$ cat config.mk
export PLATFORM = sky130hd
export DESIGN_NAME = traffic_ctrl_multi
export DESIGN_NICKNAME = d
export VERILOG_FILES = /design/src/rtl/traffic_pkg.sv /design/src/rtl/traffic_ctrl_multi_tick_gen.sv /design/src/rtl/traffic_ctrl_multi.sv
export SDC_FILE = /design/constraint.sdc
export NUM_CORES = 1
export LEC_CHECK = 0
export CAP_MARGIN = 25
export CORE_MARGIN = 5
export CORE_UTILIZATION = 56
export CTS_BUF_LIST = sky130_fd_sc_hd__clkbuf_4
export DETAILED_ROUTE_END_ITERATION = 7
export PLACE_DENSITY = 0.83
export SETUP_SLACK_MARGIN = 0.5
export SLEW_MARGIN = 25
export SYNTH_ARGS = -nofsm -noshare
export SYNTH_HDL_FRONTEND = slang
export SYNTH_HIERARCHICAL = 1
export SYNTH_SLANG_ARGS = --single-unit
$ cat constraint.sdc
create_clock -name clk -period 9.7 [get_ports clk]
set_clock_uncertainty 0.1 [all_clocks]
set_input_delay 1.94 -clock clk [delete_from_list [all_inputs] [get_ports clk]]
set_output_delay 1.94 -clock clk [all_outputs]
set_load 0.01 [all_outputs]
$ cat src/rtl/traffic_pkg.sv
`default_nettype none
// ============================================================================
// Module   : traffic_pkg
// Brief    : Shared state encoding, lamp codes and sizing helper for the
//            multi-side traffic controller.
// Revision : 1.0 - initial release
// ============================================================================
package traffic_pkg;

    typedef enum logic [2:0] {
        MAIN_G = 3'd0,
        MAIN_Y = 3'd1,
        WALK   = 3'd2,
        SIDE_G = 3'd3,
        SIDE_Y = 3'd4
    } state_t;

    // Lamp triplets are {R,Y,G}
    localparam logic [2:0] LAMP_R   = 3'b100;
    localparam logic [2:0] LAMP_Y   = 3'b010;
    localparam logic [2:0] LAMP_G   = 3'b001;
    localparam logic [2:0] LAMP_OFF = 3'b000;

    function automatic int side_w(input int n);
        return (n > 1) ? $clog2(n) : 1;
    endfunction

endpackage
`default_nettype wire

$ cat src/rtl/traffic_ctrl_multi_tick_gen.sv
`default_nettype none
// ============================================================================
// Module   : tick_gen
// Brief    : One-second prescaler; single-cycle tick at TICK_DIV-1, clearable.
// Revision : 1.0 - initial release
// ============================================================================
module tick_gen #(
    parameter int TICK_DIV = 100000000
) (
    input  logic clk,
    input  logic rst_n,
    input  logic i_clr,
    output logic o_tick
);

    localparam int             PW     = (TICK_DIV > 1) ? $clog2(TICK_DIV) : 1;
    localparam logic [PW-1:0]  c_last = PW'(TICK_DIV - 1);

    logic [PW-1:0] r_cnt;

    always_ff @(posedge clk or negedge rst_n) begin
        if (!rst_n) begin
            r_cnt <= '0;
        end else if (i_clr || o_tick) begin
            r_cnt <= '0;
        end else begin
            r_cnt <= r_cnt + PW'(1);
        end
    end

    assign o_tick = (r_cnt == c_last);

endmodule
`default_nettype wire

$ cat src/rtl/traffic_ctrl_multi.sv
`default_nettype none
// ============================================================================
// Module   : traffic_ctrl_multi
// Brief    : Main road + NUM_SIDE side roads + walk lamp, round-robin service.
// Revision : 1.0 - initial release
// ============================================================================
module traffic_ctrl_multi
    import traffic_pkg::*;
#(
    parameter int TICK_DIV = 100000000,
    parameter int NUM_SIDE = 2,
    parameter int T_MAIN   = 6,
    parameter int T_SIDE   = 3,
    parameter int T_EXT    = 3,
    parameter int T_YEL    = 2,
    parameter int T_WALK   = 3,
    parameter int CW       = 5
) (
    input  logic                          clk,
    input  logic                          reset,
    input  logic [NUM_SIDE-1:0]           sensor,
    input  logic                          button_walk,
    output logic                          light_walk,
    output logic [2:0]                    light_main,
    output logic [3*NUM_SIDE-1:0]         light_side,
    output logic [side_w(NUM_SIDE)-1:0]   srv_side
);

    localparam int            SW         = side_w(NUM_SIDE);
    localparam logic [CW-1:0] c_t_main   = CW'(T_MAIN);
    localparam logic [CW-1:0] c_t_main2  = CW'(2 * T_MAIN);
    localparam logic [CW-1:0] c_t_side   = CW'(T_SIDE);
    localparam logic [CW-1:0] c_t_sext   = CW'(T_SIDE + T_EXT);
    localparam logic [CW-1:0] c_t_yel    = CW'(T_YEL);
    localparam logic [CW-1:0] c_t_walk   = CW'(T_WALK);
    localparam logic          c_ext_en   = (T_EXT > 0);

    state_t                r_state;
    state_t                w_state_nx;
    logic [CW-1:0]         r_sec;
    logic [CW-1:0]         w_sec_inc;
    logic                  r_ext;
    logic                  w_ext_nx;
    logic [NUM_SIDE-1:0]   r_demand;
    logic [NUM_SIDE-1:0]   w_clr_mask;
    logic                  r_walk_req;
    logic [SW-1:0]         r_srv;
    logic [SW-1:0]         w_sel;
    logic [SW-1:0]         w_idx;
    logic                  w_found;
    logic                  w_tick;
    logic                  w_chg;
    logic                  w_enter_side;
    logic                  w_sensor_srv;

    tick_gen #(
        .TICK_DIV (TICK_DIV)
    ) u_tick_gen (
        .clk    (clk),
        .rst_n  (reset),
        .i_clr  (w_chg),
        .o_tick (w_tick)
    );

    assign w_chg        = (w_state_nx != r_state);
    assign w_sec_inc    = r_sec + CW'(1);
    assign w_enter_side = (w_state_nx == SIDE_G) && (r_state != SIDE_G);
    assign w_sensor_srv = |(sensor & (NUM_SIDE'(1) << r_srv));
    assign w_clr_mask   = w_enter_side ? (NUM_SIDE'(1) << w_sel) : '0;

    // Round-robin: first pending side after the last served one, else plain rotation
    always_comb begin
        w_sel   = SW'((int'(r_srv) + 1) % NUM_SIDE);
        w_found = 1'b0;
        w_idx   = '0;
        for (int k = 1; k <= NUM_SIDE; k++) begin
            w_idx = SW'((int'(r_srv) + k) % NUM_SIDE);
            if (!w_found && (|(r_demand & (NUM_SIDE'(1) << w_idx)))) begin
                w_sel   = w_idx;
                w_found = 1'b1;
            end
        end
    end

    always_comb begin
        w_state_nx = r_state;
        w_ext_nx   = r_ext;
        case (r_state)
            MAIN_G: begin
                if (w_tick && (w_sec_inc >= c_t_main) &&
                    ((|r_demand) || (w_sec_inc == c_t_main2))) begin
                    w_state_nx = MAIN_Y;
                end
            end
            MAIN_Y: begin
                if (w_tick && (w_sec_inc >= c_t_yel)) begin
                    w_state_nx = r_walk_req ? WALK : SIDE_G;
                end
            end
            WALK: begin
                if (w_tick && (w_sec_inc >= c_t_walk)) begin
                    w_state_nx = SIDE_G;
                end
            end
            SIDE_G: begin
                // A single extension is granted only at the end of the base period
                if (w_tick && (w_sec_inc >= (r_ext ? c_t_sext : c_t_side))) begin
                    if (!r_ext && c_ext_en && w_sensor_srv) begin
                        w_ext_nx = 1'b1;
                    end else begin
                        w_state_nx = SIDE_Y;
                    end
                end
            end
            SIDE_Y: begin
                if (w_tick && (w_sec_inc >= c_t_yel)) begin
                    w_state_nx = MAIN_G;
                end
            end
            default: begin
                w_state_nx = MAIN_G;
            end
        endcase
    end

    always_ff @(posedge clk or negedge reset) begin
        if (!reset) begin
            r_state    <= MAIN_G;
            r_sec      <= '0;
            r_ext      <= 1'b0;
            r_demand   <= '0;
            r_walk_req <= 1'b0;
            r_srv      <= SW'(NUM_SIDE - 1);
        end else begin
            r_state <= w_state_nx;
            if (w_chg) begin
                r_sec <= '0;
                r_ext <= 1'b0;
            end else begin
                if (w_tick) begin
                    r_sec <= w_sec_inc;
                end
                r_ext <= w_ext_nx;
            end
            if (w_enter_side) begin
                r_srv <= w_sel;
            end
            r_demand   <= (r_demand | sensor) & ~w_clr_mask;
            r_walk_req <= (r_state == WALK) ? 1'b0 : (r_walk_req | button_walk);
        end
    end

    always_comb begin
        light_main = LAMP_R;
        light_walk = 1'b0;
        case (r_state)
            MAIN_G:  light_main = LAMP_G;
            MAIN_Y:  light_main = LAMP_Y;
            WALK:    light_walk = 1'b1;
            default: light_main = LAMP_R;
        endcase
    end

    for (genvar i = 0; i < NUM_SIDE; i++) begin : g_side
        assign light_side[3*i +: 3] = (r_srv != SW'(i)) ? LAMP_R :
                                      (r_state == SIDE_G) ? LAMP_G :
                                      (r_state == SIDE_Y) ? LAMP_Y : LAMP_R;
    end

    assign srv_side = r_srv;

endmodule
`default_nettype wire
==> results <==
- The die area is 5880 um^2.
- The count of TritonRoute iterations in the first routing pass is 4.
- In this run the remaining antenna-violating nets after routing total 0.
- STA classifies the critical path endpoint as an output pin.
- Of the cells placed in the final design, the portion with a size suffix greater than 1 is 0.0986.
- The commonest non-fill, non-tap cell in the layout is dfrtp_1.
- The count of flip-flops with a built-in enable after synthesis is 0.
- Dividing total power by cell area gives a power density of 95.7 nW/um^2.
- The path length in cells of the critical path is 3.
- The commonest register cell after synthesis is dfrtp_1.
- The slew at the pin closest to its max-slew limit is 0.509 ns.
- The sum of routed wire length over all layers is 5050 um.
- When the netlist entered floorplanning its net count stood at 286.
- Derived from the worst setup path, the maximum achievable clock frequency is 248 MHz.
- The xor/xnor cell area share of the yosys netlist is 0.0668.
- The CTS clock-pin slew for the worst setup and hold paths is 0.12 ns.
- The leakage power is 1.12 nW.
- TritonCTS built the clock tree.
- The type of the worst setup path is reg -> out.
- The tightest min-delay check is of the reg -> reg type.
- The number of buffers and inverters on the critical path is 1.
- The finished cells cover 2700 um^2.
- The worst register-to-register path has a depth of 12.
- The starting density of the core is 0.576.
- The total of hold buffers inserted after clock tree synthesis is 0.
- The initial DRC count is 176.
- Setup repair after global routing left no endpoint under its margin.
- The highest cell delay on the worst timing path is 0.59 ns.
- The HPWL after detailed placement is 3610 um.
- The number of max-cap violations is 0.
- The master of the slowest instance on the critical path is clkdlybuf4s50_1.
- The number of clock sinks is 40.
- In this run the tightest slew margin relative to its limit is 0.660.
- The congestion estimate from routability-driven global placement came to 0.860.
- In the synthesized netlist the async set-or-reset flop fraction comes to 1.00.
- The total congestion overflow after global routing is 0.
- After detailed placement, the total cell area comes to 2640 um^2.
- Counting the buffers created by CTS gives 5.
- The worst hold-check slack is 0.367 ns.
- The number of warnings reported in the yosys synthesis log is 6.
- The number of endpoints with negative hold slack in the final report came to 0.
- The count of cells in the finished layout, fillers not included, comes to 336.
- After clock tree synthesis, the setup repair step added 0 buffers.
- The number of instances resized during post-cts repair is 0.
- The critical path launch point type is a flop.
- The setup violation total in the final timing report is 0.
- Dividing the final minimum period by the clock period gives 0.416.
- The area share of and/or/nand/nor cells after synthesis is 0.272.
- The library cell used as clock root buffer is clkbuf_4.
- Data on the critical path arrives at its endpoint at 1.99 ns.
- The maximum number of pins on one net before global-route repair is 41.
- The sum of negative setup slack is 0 ns.
- The floorplan has 24 rows.
- In the layout the commonest cells are dfrtp_1 (39), nor2_1 (35), nand2_1 (19).
- The family with the most delay on the worst path is buffers and inverters.
- The final routed DRC violation total is 0.
- The fraction of the mapped netlist area in adder cells is 0.0352.
- For this run, the total global-route usage over all layers was measured as 0.178.
- Synthesis produced 274 cells.
- Of the post-synthesis cell area, the part taken by muxes is 0.00402.
- The hold-critical path depth is 1.
- The number of vias after detailed routing is 2070.
- For this run, the register share of the synthesized area comes to 0.402.
- The largest voltage drop on the vdd net is 0.0762 mV.
- The count of cell types in the netlist is 57.
- The core box area is 4320 um^2.
- The compound-cell area share of the yosys netlist came to 0.171.
- After synthesis, the largest family of logic cells by area is simple AND/OR/NAND/NOR gates.
- The time the final worst path needs with I/O delays and setup is 4.03 ns.
- The number of antenna violations at the first check in global routing is 0.
- Each instance of the synthesized netlist takes up on average 9.09 um^2.
- The data required time at the worst endpoint is 7.66 ns.
- For this run, the post-layout net count is 295.
- The wire length of the first global-routing pass is 8790 um.
- During I/O placement, the number of pins put on the boundary was 16.
- Setup slack closes at 5.67 ns.
- Traced cell by cell, the critical path runs through or2_2 > nor2_1 > clkdlybuf4s50_1.
- The number of placed instances, taps included is 328.
- The later pin in the worst-skew pair is clocked with a latency of 0.37 ns.
- From synthesis to final layout, the design area changed by 8.34%.
- In this run the number of H-tree levels came out at 2.
- Dividing the detail-routed wire length by the instance count gives 15.0 um.
- The synthesized netlist occupies a cell area of 2490 um^2.
- For this run, the share of the core covered by cells in the final layout is 0.624.
- The average vias per placed instance is 6.16.
- From left edge to right edge, the die measures 76.7 um.
- The flow ran to the end, and the final reports show no timing, DRC or antenna violations.
- The repair_antennas step left the layout with diodes totalling 0.
- The post-place setup slack is 5.42 ns.
- The total of flip-flops plus latches after synthesis is 40.
- The number of global-route vias before repair came to 1914.
- The final max-slew violation count was 0.
- Measured along the y axis, the die boundary spans 76.7 um.
- Input and output buffers added on the ports amount to 15.
- The largest fanout on the critical path is 12.
- Total power for the finished layout comes to 0.258 mW.
- The maximum root-to-sink buffer count is 2.
-- worst register-to-register path, cell delays in order, from the launching register on --
cell and delay (ns):
dfrtp_1 0.45, and4_1 0.43, nand3_1 0.20, nor3_1 0.23, buf_4 0.22, nand2_1 0.07
nor3_1 0.38, a211oi_1 0.11, o22ai_2 0.42, inv_1 0.11, o31ai_2 0.08, buf_4 0.30
nor2_1 0.09
-- power breakdown --
| part | switching, mW | internal (mW) |
|---|---|---|
| Clock | 0.0592 | 0.0273 |
| Sequential | 0.0000000000000000303 | 0.167 |
| Combinational | 0.00367 | 0.00144 |
| Total | 0.0629 | 0.195 |
-- sequential cells by signal, indices dropped and copies added, names as in the netlist --
register and count:
srv_side 1, r_demand 2, r_sec 5, r_walk_req 1
u_tick_gen/r_cnt 27, r_state 3, r_ext 1
-- metal layers --
layer / GRT usage / wire (um) / vias up
li1: - / - / 1010
met1: 0.243 / 2410 / 997
met2: 0.274 / 2330 / 56
met3: 0.0386 / 225 / 7
met4: 0.0682 / 81 / 0
met5: 0 / 0 / -
-- cell usage after synthesis, types with 3 or more instances --
cell / count / share of area
dfrtp_1: 39 / 0.39
nor2_1: 35 / 0.053
nand2_1: 19 / 0.029
a21oi_1: 17 / 0.034
nand4_1: 13 / 0.033
inv_1: 12 / 0.018
xor2_1: 11 / 0.039
buf_2: 9 / 0.018
nand3_1: 9 / 0.018
o21ai_0: 9 / 0.018
o31ai_1: 8 / 0.024
xnor2_1: 8 / 0.028
ha_1: 7 / 0.035
or3_1: 7 / 0.018
or4_1: 6 / 0.018
and3_1: 5 / 0.013
nor3_1: 5 / 0.010
clkbuf_1: 3 / 0.0045
nor4_1: 3 / 0.0075
-- worst paths after layout --
check	from	end	slack (ns)
max	r_state[2]$_DFF_PN0_	light_main[1]	5.67
min	u_tick_gen/r_cnt[0]$_DFF_PN0_	u_tick_gen/r_cnt[0]$_DFF_PN0_	0.37
max reg2reg	u_tick_gen/r_cnt[3]$_DFF_PN0_	u_tick_gen/r_cnt[12]$_DFF_PN0_	6.40
min reg2reg	u_tick_gen/r_cnt[0]$_DFF_PN0_	u_tick_gen/r_cnt[0]$_DFF_PN0_	0.37
max in group asynchronous	reset	srv_side$_DFFE_PN1N_	7.70
min in group asynchronous	reset	u_tick_gen/r_cnt[19]$_DFF_PN0_	1.42
-- logic make-up (layout without fill, tap and decap cells) --
family          count (synthesis)  after routing
simple gates                  123            123
compound gates                 57             57
flops                          40             40
buf+inv                        27             37
xor+xnor                       19             19
fa+ha+maj                       7              7
mux                             1              1
-- layout make-up --
class | count | area, um^2
timing repair buffer | 17 | 163
multi-input combinational | 207 | 1370
clock inverter | 3 | 18.8
fill | 385 | 1630
inverter | 12 | 45.0
clock buffer | 5 | 37.5
tap | 52 | 65.1
sequential | 40 | 1000
Power figures use the tool's default switching activity.
